## src/rtl/tl_sched_cntr_pkg.sv

```systemverilog
// Shared definitions for the timed traffic-light scheduler: light codes,
// FSM state encoding and the state-to-lights decode.
package tl_sched_cntr_pkg;

  localparam logic [1:0] TL_GREEN  = 2'b00;
  localparam logic [1:0] TL_YELLOW = 2'b01;
  localparam logic [1:0] TL_RED    = 2'b10;

  typedef enum logic [2:0] {
    AG   = 3'd0,
    AY   = 3'd1,
    AR1  = 3'd2,
    BG   = 3'd3,
    BY   = 3'd4,
    AR2  = 3'd5,
    WALK = 3'd6
  } tl_state_e;

  typedef struct packed {
    logic [1:0] la;
    logic [1:0] lb;
    logic       walk;
  } tl_out_t;

  // Moore decode of a state into road lights and walk signal
  function automatic tl_out_t tl_decode(tl_state_e s);
    tl_out_t o;
    o = '{la: TL_RED, lb: TL_RED, walk: 1'b0};
    case (s)
      AG:      o.la = TL_GREEN;
      AY:      o.la = TL_YELLOW;
      BG:      o.lb = TL_GREEN;
      BY:      o.lb = TL_YELLOW;
      WALK:    o.walk = 1'b1;
      default: ;
    endcase
    return o;
  endfunction

endpackage

```

## src/rtl/tl_sched_cntr_timer.sv

```systemverilog
// tl_timer: CNT_W-bit saturating up-counter with synchronous clear and
// asynchronous active-high reset.
module tl_timer #(
  parameter int CNT_W = 4
) (
  input  logic             clk,
  input  logic             rst,
  input  logic             clr,
  output logic [CNT_W-1:0] cnt
);

  // count up each cycle, stick at all-ones, restart on clear
  always_ff @(posedge clk or posedge rst) begin
    if (rst)
      cnt <= '0;
    else if (clr)
      cnt <= '0;
    else if (cnt != '1)
      cnt <= cnt + CNT_W'(1);
  end

endmodule

```

## src/rtl/tl_sched_cntr.sv

```systemverilog
// tl_sched_cntr: timed two-road traffic light scheduler with pedestrian walk
// phase. Optional all-red clearance after each yellow: define TL_ALL_RED_EN.
module tl_sched_cntr
  import tl_sched_cntr_pkg::*;
#(
  parameter int CNT_W      = 4,
  parameter int GREEN_CYC  = 8,
  parameter int YELLOW_CYC = 2,
  parameter int WALK_CYC   = 4,
  parameter int ALLRED_CYC = 1
) (
  input  logic       clk,
  input  logic       reset,
  input  logic       Ta,
  input  logic       Tb,
  input  logic       ped_req,
  output logic [1:0] La,
  output logic [1:0] Lb,
  output logic       walk,
  output logic       ped_ack
);

  tl_state_e        state, nxt;
  logic [CNT_W-1:0] timer, limit;
  logic             done, tmr_clr, ped_pend;
  tl_out_t          dec_nxt;

  tl_timer #(.CNT_W(CNT_W)) u_timer (
    .clk (clk),
    .rst (reset),
    .clr (tmr_clr),
    .cnt (timer)
  );

  // terminal count of the current state; >= so a saturated hold in green
  // still counts as minimum green elapsed
  always_comb begin
    limit = CNT_W'(GREEN_CYC - 1);
    case (state)
      AY, BY:   limit = CNT_W'(YELLOW_CYC - 1);
      WALK:     limit = CNT_W'(WALK_CYC - 1);
      AR1, AR2: limit = CNT_W'(ALLRED_CYC - 1);
      default:  limit = CNT_W'(GREEN_CYC - 1);
    endcase
    done = (timer >= limit);
  end

  // next-state selection
  always_comb begin
    nxt = state;
    case (state)
      AG:   if (done && (!Ta || Tb || ped_pend)) nxt = AY;
      BG:   if (done && (!Tb || Ta || ped_pend)) nxt = BY;
      WALK: if (done) nxt = AG;
`ifdef TL_ALL_RED_EN
      AY:   if (done) nxt = AR1;
      AR1:  if (done) nxt = BG;
      BY:   if (done) nxt = AR2;
      AR2:  if (done) nxt = ped_pend ? WALK : AG;
`else
      AY:   if (done) nxt = BG;
      BY:   if (done) nxt = ped_pend ? WALK : AG;
`endif
      default: nxt = AG;
    endcase
    tmr_clr = (nxt != state);
    dec_nxt = tl_decode(nxt);
  end

  // state, pedestrian pending flag and registered outputs
  always_ff @(posedge clk or posedge reset) begin
    if (reset) begin
      state    <= AG;
      ped_pend <= 1'b0;
      La       <= TL_GREEN;
      Lb       <= TL_RED;
      walk     <= 1'b0;
      ped_ack  <= 1'b0;
    end else begin
      state   <= nxt;
      La      <= dec_nxt.la;
      Lb      <= dec_nxt.lb;
      walk    <= dec_nxt.walk;
      ped_ack <= (nxt == WALK) && (state != WALK);
      if ((nxt == WALK) && (state != WALK))
        ped_pend <= 1'b0;
      else if (ped_req && (state != WALK))
        ped_pend <= 1'b1;
    end
  end

endmodule

```

## config.mk

```make
export PLATFORM = sky130hd
export DESIGN_NAME = tl_sched_cntr
export DESIGN_NICKNAME = d
export VERILOG_FILES = /design/src/rtl/tl_sched_cntr_pkg.sv /design/src/rtl/tl_sched_cntr_timer.sv /design/src/rtl/tl_sched_cntr.sv
export SDC_FILE = /design/constraint.sdc
export NUM_CORES = 1
export LEC_CHECK = 0
export CAP_MARGIN = 0
export CORE_AREA = 2 2 39 41
export CTS_CLUSTER_SIZE = 8
export DETAILED_ROUTE_END_ITERATION = 12
export DIE_AREA = 0 0 41 43
export DONT_BUFFER_PORTS = 1
export PLACE_DENSITY = 0.85
export SYNTH_ARGS = -nofsm -noshare
export SYNTH_HDL_FRONTEND = slang
export SYNTH_SLANG_ARGS = --single-unit
```

## constraint.sdc

```tcl
create_clock -name clk -period 4.57 [get_ports clk]
set_input_delay 0.457 -clock clk [delete_from_list [all_inputs] [get_ports clk]]
set_output_delay 0.457 -clock clk [all_outputs]
set_load 0.05 [all_outputs]
```

After elaboration in Yosys (flattened, before gate mapping):

Index checks and enable logic that the tools add are counted.

* register bits: 14
* output and inout port bits: 6

* $add $sub $neg: 1
* equal/unequal tests: 13
* reductions and logical operators: 16
* mux-type cells: 15
* magnitude comparators: 1

Operators with widths (count)
* $mux W3: 6
* $eq A3 B3 Y1 const B: 5
* $pmux W3 S5: 1
* $eq A3 B2 Y1 const B: 3
* $pmux W3 S3: 1
* $mux W4: 2
* $pmux W2 S2: 2
* $eq A3 B1 Y1 const B: 2
* $logic_not A3 Y1: 2
* $add A4 B1 Y4 const B: 1
* $ge A4 B4 Y1: 1
* $logic_and A1 B1 Y1: 4
* $logic_or A1 B1 Y1: 4
* $ne A4 B4 Y1 const B: 1
* $reduce_bool A2 Y1: 2
* $reduce_or A2 Y1: 2
* $mux W1: 3
* $ne A3 B3 Y1: 1
* $ne A3 B3 Y1 const B: 1
* $logic_not A1 Y1: 2

Depth between registers and ports, before layout:

* depth in word-level cells: 10
* depth in mapped cells: 11
* gate-level depth less buffers: 10

Modules after synthesis:

A second synthesis with hierarchy kept.

* cells, all modules: 82
* area total of the unflattened synthesis: 812.0 µm²

Modules (own cells, without submodules)
* tl_sched_cntr: instances 1, sequential area each 251.5 µm², area an instance 599.3 µm², cells an instance 62
* tl_timer: instances 1, sequential area each 100.1 µm², area an instance 212.7 µm², cells an instance 20

Worst setup path after synthesis:

Ideal clock, no wire load.

* path type: register to register
* start point: register state[1]
* end point: register La[0]
* data required time: 4.451 ns
* cell stages (with the launch flop): 10
* path buffers: 1
* data arrival time: 2.020 ns
* period minus slack after synthesis: 2.139 ns
* library setup time: 0.119 ns
* slack: 2.431 ns
* path through: dfrtp_1 > buf_2 > nor3_1 > a21oi_1 > ha_1 > nand2_1 > o21a_2 > a311oi_1 > o32ai_1 > and2_1

RTL lines
* start: declaration: line tl_sched_cntr.sv:23 `tl_state_e state, nxt;`
* start signal: assignment: line tl_sched_cntr.sv:80 `state <= nxt;`
* end signal: assignment: line tl_sched_cntr.sv:81 `La <= dec_nxt.la;`
* end: declaration: line tl_sched_cntr.sv:17 `output logic [1:0] La,`

==> impl_metrics.env <==
export IMPL_synth_ff_latch_count=14
export IMPL_wl_per_cell_microns=14.7
export IMPL_first_iter_violations=12
export IMPL_synth_flop_cell="dfrtp_1"
export IMPL_clock_sinks=14
export IMPL_synth_distinct_cells=37
export IMPL_syn_inst=82
export IMPL_fp_row_count=14
export IMPL_clockRootBuffer="clkbuf_4"
export IMPL_initial_core_util_pct=59.7
export IMPL_maxSlewHeadroom_pct=65.3
export IMPL_grt_max_degree=15
export IMPL_crit_required_ns=4.76
export IMPL_finalCritPeriodShare_pct=51.9
export IMPL_synthToLayoutAreaGrowth_pct=4.09
export IMPL_grt_setup_unrepaired="no"
export IMPL_numCtsBuffers=3
export IMPL_cp_top_family="compound AO/OA/AOI/OAI gates"
export IMPL_stdcell_count=100
export IMPL_clock_latency_ns=0.26
export IMPL_period_needed_ns=2.37
export IMPL_skew_ns=0.00390
export IMPL_overflow=0
export IMPL_post_cts_buffers=0
export IMPL_synth_area_leaders="dfrtp_1 39%, ha_1 6.1%, inv_1 3.6%"
export IMPL_antenna_found_initial=0
export IMPL_ant_nets=0
export IMPL_drc_errors=0
export IMPL_timing_setup_tns_ns=0
export IMPL_path_max_fanout=14
export IMPL_synth_async_reset_ratio_pct=100
export IMPL_synth_common_cells="13 x dfrtp_1, 8 x inv_1, 6 x nand2_1, 6 x nor2_1, 5 x nor3_1"
export IMPL_first_pass_iters=4
export IMPL_critPathArrivalTime_ns=2.56
export IMPL_cp_start_kind="flip-flop"
export IMPL_synthesis_area_sq_um=826
export IMPL_clockBufferDepth=2
export IMPL_num_vias=610
export IMPL_slew_viol_final=0
export IMPL_fp_dieH_microns=43
export IMPL_ios=11
export IMPL_maxCapViolations=0
export IMPL_setup_viol=0
export IMPL_fin_nets=94
export IMPL_tightest_slew_ns=0.521
export IMPL_yosysSeqAreaShare_pct=42.6
export IMPL_dp_cells=96
export IMPL_routed_wl_microns=1470
export IMPL_port_buffers=0
export IMPL_grt_pass1_vias=597
export IMPL_end_kind="flip-flop"
export IMPL_hold_buffers=0
export IMPL_path_cells="nor3_1, a21oi_1, ha_1, a211oi_2, o21a_2, a311oi_1, a22oi_1, inv_1, mux2i_1"
export IMPL_coreArea_sq_um=1380
export IMPL_synth_most_common_cell="dfrtp_1"
export IMPL_slowest_delay_ns=0.57
export IMPL_syn_mean_instance_area_sq_um=10.1
export IMPL_drive_gt1_share_pct=16.7
export IMPL_clkTransAtPathRegs_ns=0.08
export IMPL_synth_edf_count=0
export IMPL_outcome="completed"
export IMPL_grt_pass1_wl_microns=2540
export IMPL_synth_fp_nets=91
export IMPL_cts_resized_gates=0
export IMPL_htreeDepth=1
export IMPL_whs_ns=0.101
export IMPL_critPathBufInv=1
export IMPL_die_w_microns=41
export IMPL_gp_congestion=0.802
export IMPL_vias_per_cell=6.10
export IMPL_path_class="flip-flop to flip-flop"
export IMPL_critPathSlowestCell="dfrtp_1"
export IMPL_post_dp_hpwl_microns=1170
export IMPL_fmax_mhz=422
export IMPL_finalHoldViolations=0
export IMPL_synth_top_area_cell="dfrtp_1"
export IMPL_grt_use_total_pct=21.4
export IMPL_hold_path_class="input pin to asynchronous set/reset pin"
export IMPL_yosysWarnings=0
export IMPL_die_area_sq_um=1760
export IMPL_cts_tree="built"
export IMPL_yosys_area_top_type_share_pct=39.4
export IMPL_antennaDiodeCount=0
area by class of cell:
class                      count  area [sq um]
fill                         109           524
multi-input combinational     57           428
sequential                    14           352
inverter                       9          33.8
clock buffer                   4          26.3
tap                           16          20.0
path summary, 6_finish.rpt:
check                                     startpoint                    endpoint  slack (ns)  cells after the start
worst min register to register  ped_pend$_DFFE_PP0P_        ped_pend$_DFFE_PP0P_        0.64                      2
max in group asynchronous                      reset             Lb[1]$_DFF_PP1_        4.11                      1
worst max-delay path              state[1]$_DFF_PP0_             Lb[1]$_DFF_PP1_        2.20                      9
worst max register to register    state[1]$_DFF_PP0_             Lb[1]$_DFF_PP1_        2.20                      9
worst min-delay path                           reset  u_timer.cnt[3]$_DFFE_PP0P_        0.10                      1
min in group clk                             ped_req        ped_pend$_DFFE_PP0P_        0.36                      2
cells in the final DEF (no fill, tap or decap):
| master | n |
|---|---|
| a22oi_1 | 1 |
| o31ai_2 | 1 |
| nor3b_1 | 2 |
| o21ai_0 | 2 |
| o32ai_1 | 1 |
| nand3b_1 | 1 |
| nor3_4 | 1 |
| dfrtp_1 | 13 |
| o22ai_1 | 1 |
| xnor2_1 | 2 |
| a311oi_1 | 1 |
| clkbuf_1 | 1 |
| a22oi_2 | 1 |
| nor4_1 | 1 |
| a41o_1 | 1 |
| a21oi_1 | 3 |
| a21oi_2 | 1 |
| inv_2 | 1 |
| nand2_1 | 6 |
| nor4_2 | 1 |
| and2_1 | 1 |
| o21ai_1 | 1 |
| and2b_1 | 2 |
| o31ai_1 | 1 |
| a31oi_1 | 2 |
| clkbuf_4 | 3 |
| mux2i_1 | 2 |
| a31oi_4 | 1 |
| a211oi_2 | 1 |
| ha_1 | 4 |
| nor2_1 | 6 |
| inv_1 | 8 |
| nor2b_4 | 1 |
| dfstp_2 | 1 |
| nor3_1 | 5 |
| o21a_2 | 1 |
| nand3_1 | 2 |
logic make-up (layout without fill, tap and decap cells):
family	count (synthesis)	after routing	share of synthesized area, %
xor+xnor	2	2	2.12
flops	14	14	42.6
simple gates	29	29	20.9
buf+inv	11	13	5.61
fa+ha+maj	4	4	6.06
mux	2	2	2.42
compound gates	20	20	20.3
metal layers:
layer / wire (microns) / track usage (%) / vias up
li1: - / - / 303
met1: 625 / 30.3 / 282
met2: 748 / 31.6 / 23
met3: 76 / 4.71 / 2
met4: 20 / 8.00 / 0
met5: 0 / 0 / -
stage by stage:
step	utilization (%)	instance area [sq um]	setup slack, ns
4_1_cts	62.1	860	2.19
6_report	62.1	860	2.20
2_1_floorplan	-	826	2.43
3_5_place_dp	60.2	833	2.21
5_1_grt	62.1	860	1.94
3_3_place_gp	60.2	833	2.26
state kept, by name, indices dropped and copies added (netlist names):
signal / flops
ped_ack: 1
ped_pend: 1
walk: 1
state: 3
Lb: 2
u_timer.cnt: 4
La: 2
Power is not shown: default switching activity piles up to over one toggle a cycle in this logic, so the estimate is an artifact.
